--- config.mk ---
export PLATFORM = sky130hd
export DESIGN_NAME = exu_result_queue
export DESIGN_NICKNAME = d
export VERILOG_FILES = /design/src/rtl/cdb_pkg.sv /design/src/rtl/exu_result_queue.sv
export SDC_FILE = /design/constraint.sdc
export NUM_CORES = 1
export LEC_CHECK = 0
export CORE_AREA = 2 2 140 169
export DETAILED_ROUTE_END_ITERATION = 12
export DIE_AREA = 0 0 142 171
export GPL_TIMING_DRIVEN = 1
export MAX_ROUTING_LAYER = met4
export PLACE_DENSITY = 0.51
export SLEW_MARGIN = 40
export SYNTH_ARGS = -nofsm -noshare
export SYNTH_HDL_FRONTEND = slang
export SYNTH_SLANG_ARGS = --single-unit
--- constraint.sdc ---
create_clock -name clk -period 6.15 [get_ports clk]
set_clock_uncertainty 0.1 [all_clocks]
set_input_delay 1.23 -clock clk [delete_from_list [all_inputs] [get_ports clk]]
set_output_delay 1.23 -clock clk [all_outputs]
set_load 0.03 [all_outputs]
--- src/rtl/cdb_pkg.sv ---
// Shared CDB definitions: default result widths and the tag/wdata entry type
// carried from each execution unit's result queue to the CDB arbiter.
package cdb_pkg;
  localparam int TAG_W  = 4;
  localparam int DATA_W = 32;

  typedef struct packed {
    logic [TAG_W-1:0]  tag;
    logic [DATA_W-1:0] wdata;
  } cdb_entry_t;
endpackage

--- src/rtl/exu_result_queue.sv ---
// Per-execution-unit result FIFO sitting in front of the CDB arbiter. The unit
// retires into it whenever there is space; the oldest result is offered on the
// exu2cdb request side until granted. in_rdy and cdb_req come straight from
// registered occupancy so the arbiter can build its grant combinationally.
module exu_result_queue #(
  parameter int DEPTH  = 4,
  parameter int TAG_W  = cdb_pkg::TAG_W,
  parameter int DATA_W = cdb_pkg::DATA_W
) (
  input  logic                     clk,
  input  logic                     rst,
  input  logic                     flush,
  input  logic                     in_vld,
  output logic                     in_rdy,
  input  logic [TAG_W-1:0]         in_tag,
  input  logic [DATA_W-1:0]        in_wdata,
  output logic                     cdb_req,
  input  logic                     cdb_rdy,
  output logic [TAG_W-1:0]         cdb_tag,
  output logic [DATA_W-1:0]        cdb_wdata,
  output logic [$clog2(DEPTH):0]   count
);
  localparam int PTR_W = $clog2(DEPTH);
  localparam int CNT_W = PTR_W + 1;

  // Same layout as cdb_pkg::cdb_entry_t, but sized by this instance's params
  // so a unit with a wider tag or result still fits.
  typedef struct packed {
    logic [TAG_W-1:0]  tag;
    logic [DATA_W-1:0] wdata;
  } entry_t;

  entry_t           mem [DEPTH];
  logic [PTR_W-1:0] wr_ptr, rd_ptr;
  logic             push, pop;

  assign in_rdy  = (count != CNT_W'(DEPTH));
  assign cdb_req = (count != '0);
  assign push    = in_vld && in_rdy;
  assign pop     = cdb_req && cdb_rdy;

  // Head entry drives the CDB side; it only moves when a grant is consumed.
  assign cdb_tag   = mem[rd_ptr].tag;
  assign cdb_wdata = mem[rd_ptr].wdata;

  // Pointer and occupancy update; flush wins over any push/pop that cycle.
  always_ff @(posedge clk) begin
    if (rst || flush) begin
      wr_ptr <= '0;
      rd_ptr <= '0;
      count  <= '0;
    end else begin
      if (push) wr_ptr <= wr_ptr + PTR_W'(1);
      if (pop)  rd_ptr <= rd_ptr + PTR_W'(1);
      case ({push, pop})
        2'b10:   count <= count + CNT_W'(1);
        2'b01:   count <= count - CNT_W'(1);
        default: count <= count;
      endcase
    end
  end

  // Storage write; cleared on reset so the idle head reads as zero.
  always_ff @(posedge clk) begin
    if (rst) begin
      for (int i = 0; i < DEPTH; i++) mem[i] <= '0;
    end else if (push && !flush) begin
      mem[wr_ptr] <= '{tag: in_tag, wdata: in_wdata};
    end
  end
endmodule

==> summary.txt, run 1 <==
Global route
  – Tot GR Track Use: 0.127
  – Gr ovfl total: 0
  – Vias in the first global route: 3840
  – Global-route wire length before repair: approximately 22000 microns
  – Largest net degree at the start of global routing: 39
  – Initial antenna violation count: 0

Power
  – Seq pwr share: 0.517
  – Psw: between 0.0004 and 0.0005 W
  – Internal power: 0.00182 W
  – Pwr dens: about 280 nW/um^2
  – Combinational share of power: 0.085
  – Clock share of power: 0.398
  – Sw Share: 0.214
  – Max VDD drop: 0.000186 V
  – Lkg Pwr: approximately 2.9 nW

Worst setup path
  – Critical path's slowest cell: dfxtp_4
  – Req. time, crit path: around 4.8 ns
  – Critical path cell sequence: buf_12 -> mux4_2 -> clkdlybuf4s50_1
  – CP Max Fanout: 21
  – Crit path kind: flop to output port
  – Nature of the critical path startpoint: flop
  – Worst R2R Start: count[2]$_SDFFE_PP0P_
  – CP endpoint kind: output port
  – CP arrival: about 2.5 ns
  – CP max stage delay: about 0.63 ns

Die
  – Die H: between 150 and 200 microns
  – Core footprint: about 23000 sq um
  – I/O pin count: 82
  – Die area: between 20000 and 25000 sq um
  – Die W: 142 microns
  – Rows: between 60 and 70
  – Initial Util: 0.292

Detailed routing
  – Metal-1 WL: ~6000 microns
  – Final WL: approximately 14000 microns
  – Routed Antenna Nets: 0
  – Starting DRT DRC Count: between 200 and 250
  – Wire per inst: roughly 18 microns
  – DR vias/cell: around 4.5
  – Drc violations: 0
  – Vias: ~3500
  – WL met2: 7460 microns
  – Pre-antenna DRT Iters: 4
  – Max layer used: met4
  – WL met3: around 450 microns

Run
  – Max-Cap Viols: 0

Clocking
  – H-tree levels: 4
  – Hold-fix buffers, CTS: 0
  – Clock Sinks: approximately 150
  – Worst skew pair latency: a little over 0.4 ns
  – Number of buffers created by CTS: 17
  – CTS tree: done
  – Clock root buffer: clkbuf_16
  – Post-CTS setup buffer count: 0
  – Clock Path Buffers: 2
  – Reg clk slew, reported paths: approximately 0.060 ns
  – # resized after CTS: 0

STA
  – Total Neg Setup Slack: 0 ns
  – Unrepaired setup endpoints after global routing: false
  – Final setup vio count: 0
  – Hold Slack: roughly 0.43 ns
  – Relative slew slack: 0.594
  – Fin crit period: 3.82 ns
  – Max-slew violations: 0
  – Tightest Pin Transition: 0.608 ns
  – Final period util: 0.622
  – Fin. Hold Viols: 0
  – Max Clk Rate: ~260 MHz

Synth
  – Flip-flop and latch count after synthesis: about 150
  – Async SR Flop Fraction: 0
  – Syn nets: between 400 and 500
  – Distinct cells, synth: 31
  – Ys flop type: edfxtp_1
  – Synthesized area: ~6700 sq um
  – Area share of the largest cell type after synthesis: 0.648
  – Post-Syn Area per Cell: approximately 17 sq um
  – Area leader, netlist: edfxtp_1
  – EDFF count, synth: between 100 and 150
  – Sequential-to-total area share from yosys stat: 0.675
  – Synth Warn #: 0
  – Ranking of synthesized cells by area: edfxtp_1, mux4_2, and2_1, and2_2, dfxtp_1
  – Post-Syn Instances: 400

Finish
  – Share of cells above drive strength 1: 0.211
  – Area Overhead vs Synth: 25.5%
  – Filler cells: 2143
  – Ant diodes: 0
  – Number of nets in the layout: around 530

Hold path
  – Hold Startpoint: rd_ptr[1]$_SDFFE_PP0P_
  – Worst min path class: flop to flop

Placement
  – Hpwl dp: approximately 8300 microns
  – Port bufs: slightly above 80
  – GP Congestion: around 0.75

Run status
  – Status: finished, final reports clean
==> through the flow <==
stage	util	instances	area [sq um]	setup slack [ns]	power, W
3_3_place_gp	0.341	746	7790	1.89	0.00142
4_1_cts	0.366	780	8350	2.18	0.00235
5_1_grt	0.367	781	8370	2.18	0.00241
2_1_floorplan	-	400	6670	0.448	0.00132
6_report	0.367	781	8370	2.33	0.00232
3_5_place_dp	0.343	748	7830	2.14	0.00142
==> routing by layer <==
metal | global-route usage | vias up
li1 | - | 1646
met1 | 0.148 | 1766
met2 | 0.216 | 65
met3 | 0.0246 | 7
met4 | 0.0470 | 0
met5 | - | -
==> synth_stat cells (all sizes together) (2+ instances only) <==
library cell	number
or2	4
mux4	36
inv	6
edfxtp	144
o21ai	2
nand2	3
clkbuf	15
buf	7
dfxtp	9
and2	144
nor4	2
nor2	8
a21oi	3
or3	3
xor2	3
==> final timing paths <==
kind,to,slack [ns],cells after the start
worst max-delay path,cdb_wdata[12],2.33,3
worst min-delay path,rd_ptr[1]$_SDFFE_PP0P_,0.43,2
worst max register to register,count[2]$_SDFFE_PP0P_,3.53,9
worst min register to register,rd_ptr[1]$_SDFFE_PP0P_,0.43,2
==> power groups by stage <==
stage	clock [W]	combinational [W]	sequential (W)
after global routing	0.000990	0.000212	0.00120
after floorplan	0	0.000105	0.00122
after CTS	0.000950	0.000201	0.00120
final	0.000923	0.000197	0.00120
after global placement	0	0.000196	0.00122
after detailed placement	0	0.000200	0.00122
==> cell type report <==
type | count | area, sq um | area share
sequential | 153 | 4510 | 0.539
multi-input combinational | 219 | 2070 | 0.247
timing repair buffer | 88 | 891 | 0.106
clock buffer | 21 | 440 | 0.0526
tap | 283 | 354 | 0.0423
clock inverter | 11 | 81.3 | 0.00971
inverter | 6 | 22.5 | 0.00269
==> cell usage in the layout (no fill, tap or decap), types with 2 or more instances in the layout <==
cell type,n
clkinv_2,4
dfxtp_4,2
a21oi_1,3
nand2_1,3
and2_2,26
or3_1,3
mux4_2,36
inv_1,6
edfxtp_1,144
buf_4,4
xor2_1,3
dfxtp_1,7
or2_4,3
o21ai_0,2
buf_8,2
clkinv_1,4
nor2_1,7
clkbuf_16,17
and2_1,118
clkbuf_1,4
clkdlybuf4s50_1,81
==> state kept, by name, indices dropped and copies added (netlist names), named ones only <==
name / cells
count: 3
mem: 144
rd_ptr: 2
wr_ptr: 2
==> kinds of logic (layout without fill, tap and decap cells) <==
kind of cell               Yosys count  in the layout  synth area share
AOI/OAI and AO/OA                    9              9           0.00882
xor gates and xnor gates             4              4           0.00525
adders and majority gates            2              2           0.00488
buffers and inverters               28            126            0.0186
DFF                                153            153             0.675
muxes                               36             36             0.122
and+or+nand+nor                    168            168             0.166
==> worst max-delay path: cells and delay by family (launching register included) <==
kind     cells  cell delay (ns)
buf+inv      2             0.88
flops        1             0.63
mux          1             0.57
(Power assumes the default switching activity.)
==> inputs of run 2 (changes only) <==
==> constraint.sdc (replaced) <==
create_clock -name clk -period 3.9 [get_ports clk]
set_clock_uncertainty 0.1 [all_clocks]
set_input_delay 0.78 -clock clk [delete_from_list [all_inputs] [get_ports clk]]
set_output_delay 0.78 -clock clk [all_outputs]
set_load 0.03 [all_outputs]
==> run 2 against run 1 <==
Flip-flop and latch count is the same. Clock-buffer cell count decreased by 3. First-iteration DRC count down 33%. Global-route usage up 1.2 points. Critical path type unchanged.
==> summary.txt, run 2 (synthesized netlist as in run 1, its figures left out) <==
Placement
  – Hpwl dp: 9160 microns (was 8330 microns)
  – GP Congestion: 0.697 (was 0.751)
  – Port bufs: 81 (unchanged)
  – Dpl cell area: 7900 sq um (was 7830 sq um)

Die
  – Rows: 61 (unchanged)
  – Initial Util: 0.292 (unchanged)
  – Core footprint: 22800 sq um (unchanged)
  – I/O pin count: 82 (unchanged)
  – Die W: 142 microns (unchanged)
  – Die area: 24300 sq um (unchanged)
  – Die H: 171 microns (unchanged)

Clocking
  – Number of buffers created by CTS: 17 (unchanged)
  – Reg clk slew, reported paths: 0.06 ns (about the same)
  – Worst skew pair latency: 0.41 ns (about the same)
  – CTS tree: done (unchanged)
  – Hold-fix buffers, CTS: 0 (unchanged)
  – Clock Sinks: 153 (unchanged)
  – Clock root buffer: clkbuf_16 (unchanged)
  – # resized after CTS: 0 (unchanged)
  – Clock Path Buffers: 2 (unchanged)
  – Post-CTS setup buffer count: 0 (unchanged)
  – H-tree levels: 4 (unchanged)

Hold path
  – Hold Startpoint: rd_ptr[0]$_SDFFE_PP0P_ (was rd_ptr[1]$_SDFFE_PP0P_)
  – WHS Path Cells: 2 (unchanged)
  – Worst min path class: flop to flop (unchanged)

Worst setup path
  – Worst r2r path cells: 9 (unchanged)
  – Crit path kind: flop to output port (unchanged)
  – Nature of the critical path startpoint: flop (unchanged)
  – CP arrival: 2.55 ns (was 2.49 ns)
  – RR Endpoint: count[2]$_SDFFE_PP0P_ (unchanged)
  – Worst R2R Start: count[2]$_SDFFE_PP0P_ (unchanged)
  – FF-to-FF setup slack: 1.24 ns (was 3.53 ns)
  – Req. time, crit path: 3.02 ns (was 4.82 ns)
  – CP Max Fanout: 20 (was 21)
  – CP endpoint kind: output port (unchanged)

STA
  – Max-slew violations: 0 (unchanged)
  – Fin crit period: 3.43 ns
  – Fin. Hold Viols: 0 (unchanged)
  – Total Neg Setup Slack: 0 ns (unchanged)
  – Final period util: 0.879
  – Final setup vio count: 0 (unchanged)
  – Hold Slack: 0.445 ns (was 0.432 ns)
  – Unrepaired setup endpoints after global routing: false (unchanged)
  – Tightest Pin Transition: 0.635 ns (was 0.608 ns)
  – Relative slew slack: 0.576 (was 0.594)
  – Max Clk Rate: 292 MHz

Finish
  – Commonest non-fill, non-tap cell in the layout: edfxtp_1 (unchanged)
  – Most frequent cells in the layout: edfxtp_1, and2_1, clkdlybuf4s50_1 (unchanged)
  – Largest register FFs: 144 (unchanged)
  – Largest regs: mem x144, count x3 (unchanged)
  – Most flop-heavy register: mem (unchanged)
  – Register area: 4510 sq um (about the same)
  – Share of cells above drive strength 1: 0.234 (was 0.211)
  – Number of nets in the layout: 538 (was 528)
  – Area Overhead vs Synth: 26.7% (was 25.5%)
  – Design area: 8450 sq um (was 8370 sq um)
  – Final core utilization: 0.370 (was 0.367)
  – Area of the multi-input gates: 2080 sq um (was 2070 sq um)
  – Filler cells: 2138 (was 2143)

Global route
  – Vias in the first global route: 3950 (was 3840)
  – Gr ovfl total: 0 (unchanged)
  – Largest net degree at the start of global routing: 38 (was 39)
  – Tot GR Track Use: 0.138 (was 0.127)
  – Global-route wire length before repair: 23500 microns (was 21700 microns)
  – Initial antenna violation count: 1 (was 0)

Run
  – Max-Cap Viols: 0 (unchanged)

Detailed routing
  – Vias: 3651 (was 3484)
  – Routed Antenna Nets: 0 (unchanged)
  – DR vias/cell: 4.61 (was 4.46)
  – Pre-antenna DRT Iters: 6 (was 4)
  – Drc violations: 0 (unchanged)
  – Final WL: 15400 microns (was 14100 microns)
  – Starting DRT DRC Count: 160 (was 238)
  – Wire per inst: 19.5 microns (was 18.1 microns)

Run status
  – Status: finished, final reports clean (unchanged)

Power
  – Lkg Pwr: 2.98 nW (was 2.93 nW)
  – Max VDD drop: 0.000254 V (was 0.000186 V)
  – Pwr dens: 444 nW/um^2 (was 277 nW/um^2)
run 2: cell type report:
| type | instances | share of cell area |
|---|---|---|
| Inverter | 6 | 0.00266 |
| Timing Repair Buffer | 98 | 0.111 |
| Tap cell | 283 | 0.0419 |
| Antenna cell | 1 | 0.000296 |
| Clock inverter | 14 | 0.0144 |
| Sequential cell | 153 | 0.533 |
| Clock buffer | 18 | 0.0508 |
| Multi-Input combinational cell | 219 | 0.246 |
run 2: per-layer routing:
layer  global-route usage  wire length (microns)  share of wire
met5                    -                      0              0
met4               0.0391                    180          0.012
met2                0.224                   7760           0.50
met1                0.176                   6970           0.45
met3               0.0299                    512          0.033
run 2: power by group:
part / leakage, nW / internal (W) / switching (W) / total [W]
combinational: 1.15 / 0.000145 / 0.000172 / 0.000317
clock: 0.260 / 0.000879 / 0.000665 / 0.00154
sequential: 1.57 / 0.00187 / 0.0000248 / 0.00189
total: 2.98 / 0.00289 / 0.000862 / 0.00375
run 2: stage by stage:
step / instances / power (W) / setup WS (ns)
after floorplan: 400 / 0.00208 / 0.354
after global placement: 759 / 0.00224 / 0.873
after detailed placement: 759 / 0.00225 / 0.864
after CTS: 791 / 0.00380 / 0.384
after global routing: 792 / 0.00389 / 0.304
final: 792 / 0.00375 / 0.471
run 2: how the worst max path moves through the flow:
stage | end | cells past startpoint | slack [ns]
floorplan | mem[3][0]$_DFFE_PP_ | 2 | 0.35
global placement | cdb_wdata[9] | 3 | 0.87
detailed placement | cdb_wdata[9] | 3 | 0.86
CTS | cdb_wdata[12] | 3 | 0.38
global route | cdb_wdata[12] | 3 | 0.30
finish | cdb_wdata[12] | 3 | 0.47
run 2: worst max-delay path: stages (launching register included):
cell and delay [ns]:
dfxtp_4 0.64, buf_4 0.32, mux4_2 0.55, clkdlybuf4s50_1 0.61
==> inputs of run 3 (changes only) <==
==> constraint.sdc (replaced) <==
create_clock -name clk -period 3.43 [get_ports clk]
set_clock_uncertainty 0.1 [all_clocks]
set_input_delay 0.686 -clock clk [delete_from_list [all_inputs] [get_ports clk]]
set_output_delay 0.686 -clock clk [all_outputs]
set_load 0.03 [all_outputs]
==> run 3 against run 2 <==
Combinational power rose by 14%. Register-to-register slack got worse by 0.43 ns. Critical path type unchanged. Clock-buffer cell count rose by 1. Sequential share of layout area fell by 0.46 points.
==> summary.txt, run 3 (synthesized netlist as in run 1, its figures left out) <==
Clocking
  – Clock root buffer: clkbuf_16 (unchanged)
  – Hold-fix buffers, CTS: 0 (unchanged)
  – Clock Path Buffers: 2 (unchanged)
  – Worst skew pair latency: 0.42 ns (was 0.41 ns)
  – Reg clk slew, reported paths: 0.06 ns (about the same)
  – Post-CTS setup buffer count: 0 (unchanged)
  – H-tree levels: 4 (unchanged)
  – CTS tree: done (unchanged)
  – # resized after CTS: 0 (unchanged)
  – Number of buffers created by CTS: 17 (unchanged)
  – Clock Sinks: 153 (unchanged)

Global route
  – Vias in the first global route: 3985 (was 3950)
  – Gr ovfl total: 0 (unchanged)
  – Largest net degree at the start of global routing: 38 (unchanged)
  – Initial antenna violation count: 0 (was 1)
  – Tot GR Track Use: 0.135 (was 0.138)
  – Global-route wire length before repair: 23100 microns (was 23500 microns)

Finish
  – Area of the multi-input gates: 2080 sq um (unchanged)
  – Filler cells: 2143 (was 2138)
  – Ant diodes: 0 (was 1)
  – Number of nets in the layout: 537 (was 538)
  – Register area: 4510 sq um (unchanged)
  – Most flop-heavy register: mem (unchanged)
  – Largest regs: mem x144, count x3 (unchanged)
  – Largest register FFs: 144 (unchanged)
  – Area Overhead vs Synth: 27.8% (was 26.7%)
  – Share of cells above drive strength 1: 0.235 (was 0.234)
  – Most frequent cells in the layout: edfxtp_1, and2_1, clkdlybuf4s50_1 (unchanged)
  – Commonest non-fill, non-tap cell in the layout: edfxtp_1 (unchanged)
  – Design area: 8530 sq um (was 8450 sq um)

Worst setup path
  – Worst r2r path cells: 9 (unchanged)
  – FF-to-FF setup slack: 0.81 ns (was 1.24 ns)
  – Worst R2R Start: count[2]$_SDFFE_PP0P_ (unchanged)
  – Req. time, crit path: 2.64 ns (was 3.02 ns)
  – CP arrival: 2.44 ns (was 2.55 ns)
  – CP Max Fanout: 16 (was 20)
  – CP Capture Point: cdb_wdata[16] (was cdb_wdata[12])
  – CP endpoint kind: output port (unchanged)
  – Crit path kind: flop to output port (unchanged)
  – Nature of the critical path startpoint: flop (unchanged)
  – RR Endpoint: count[2]$_SDFFE_PP0P_ (unchanged)

Power
  – Pwr dens: 522 nW/um^2 (was 444 nW/um^2)
  – Lkg Pwr: 3.02 nW (was 2.98 nW)
  – Max VDD drop: 0.000303 V (was 0.000254 V)

STA
  – Final period util: 0.940
  – Fin crit period: between 3 and 4 ns
  – Max-slew violations: 0 (unchanged)
  – Max Clk Rate: between 300 and 400 MHz
  – Final setup vio count: 0 (unchanged)
  – Fin. Hold Viols: 0 (unchanged)
  – Total Neg Setup Slack: 0 ns (unchanged)
  – Tightest Pin Transition: 0.606 ns (was 0.635 ns)
  – Relative slew slack: 0.595 (was 0.576)
  – Unrepaired setup endpoints after global routing: false (unchanged)
  – Hold Slack: 0.444 ns (was 0.445 ns)

Run
  – Max-Cap Viols: 0 (unchanged)

Detailed routing
  – Drc violations: 0 (unchanged)
  – DR vias/cell: 4.55 (was 4.61)
  – Starting DRT DRC Count: 187 (was 160)
  – Final WL: 14700 microns (was 15400 microns)
  – Pre-antenna DRT Iters: 4 (was 6)
  – Routed Antenna Nets: 0 (unchanged)
  – Vias: 3598 (was 3651)
  – Wire per inst: 18.7 microns (was 19.5 microns)

Die
  – Die area: 24300 sq um (unchanged)
  – Die H: 171 microns (unchanged)
  – Die W: 142 microns (unchanged)
  – Rows: 61 (unchanged)
  – I/O pin count: 82 (unchanged)
  – Core footprint: 22800 sq um (unchanged)
  – Initial Util: 0.292 (unchanged)

Placement
  – Hpwl dp: 8640 microns (was 9160 microns)
  – Dpl cell area: 7920 sq um (was 7900 sq um)
  – Port bufs: 81 (unchanged)
  – GP Congestion: 0.695 (was 0.697)

Run status
  – Status: finished, final reports clean (unchanged)

Hold path
  – Worst min path class: flop to flop (unchanged)
[run 3: changes by cell type in the layout (fill, tap and decap cells not counted)]
cell and delta:
clkbuf_1 +1, diode_2 -1, bufinv_16 +3, clkinv_4 -2
clkinv_2 +3, clkinv_1 -2, buf_4 -3, inv_6 -2
clkinvlp_4 -1, buf_12 +2
[run 3: cell type report]
class                   count  share of cell area
multi-input cells         219               0.243
inverters                   6             0.00264
clock inverters            13              0.0207
repair buffers             97               0.112
well taps                 283              0.0415
flip-flops and latches    153               0.529
clock buffers              19              0.0508
[run 3: stage by stage]
step	utilization	instances	power (W)	worst slack, ns
final	0.374	790	0.00445	0.205
after global routing	0.374	790	0.00461	0.0546
after CTS	0.374	790	0.00450	0.127
after detailed placement	0.347	758	0.00256	0.581
after global placement	0.347	758	0.00255	0.602
after floorplan	-	400	0.00237	0.655
[run 3: worst max-delay path, cell delays in order (launching register included)]
cell and delay [ns]:
dfxtp_4 0.58, buf_4 0.28, mux4_2 0.53, clkdlybuf4s50_1 0.62
[run 3: worst min-delay path by stage]
stage | from | to | cells after the start | slack, ns
6_report | rd_ptr[1]$_SDFFE_PP0P_ | rd_ptr[1]$_SDFFE_PP0P_ | 2 | 0.44
5_1_grt | rd_ptr[1]$_SDFFE_PP0P_ | flop | 2 | 0.47
4_1_cts | rd_ptr[0]$_SDFFE_PP0P_ | flop | 2 | 0.44
3_5_place_dp | rd_ptr[0]$_SDFFE_PP0P_ | flop | 2 | 0.43
3_3_place_gp | rd_ptr[1]$_SDFFE_PP0P_ | flop | 2 | 0.42
2_1_floorplan | rd_ptr[1]$_SDFFE_PP0P_ | flop | 2 | 0.38
[run 3: power breakdown]
part | switching (W) | internal [W]
Sequential | 0.0000259 | 0.00212
Clock | 0.000727 | 0.00121
Combinational | 0.000195 | 0.000166
Total | 0.000948 | 0.00350
[run 3: routing by layer]
metal | GRT usage | part of all wire | vias to the layer above
met2 | 0.230 | 0.52 | 70
met5 | - | 0 | -
li1 | - | - | 1664
met3 | 0.0274 | 0.036 | 16
met4 | 0.0470 | 0.013 | 0
met1 | 0.160 | 0.43 | 1848
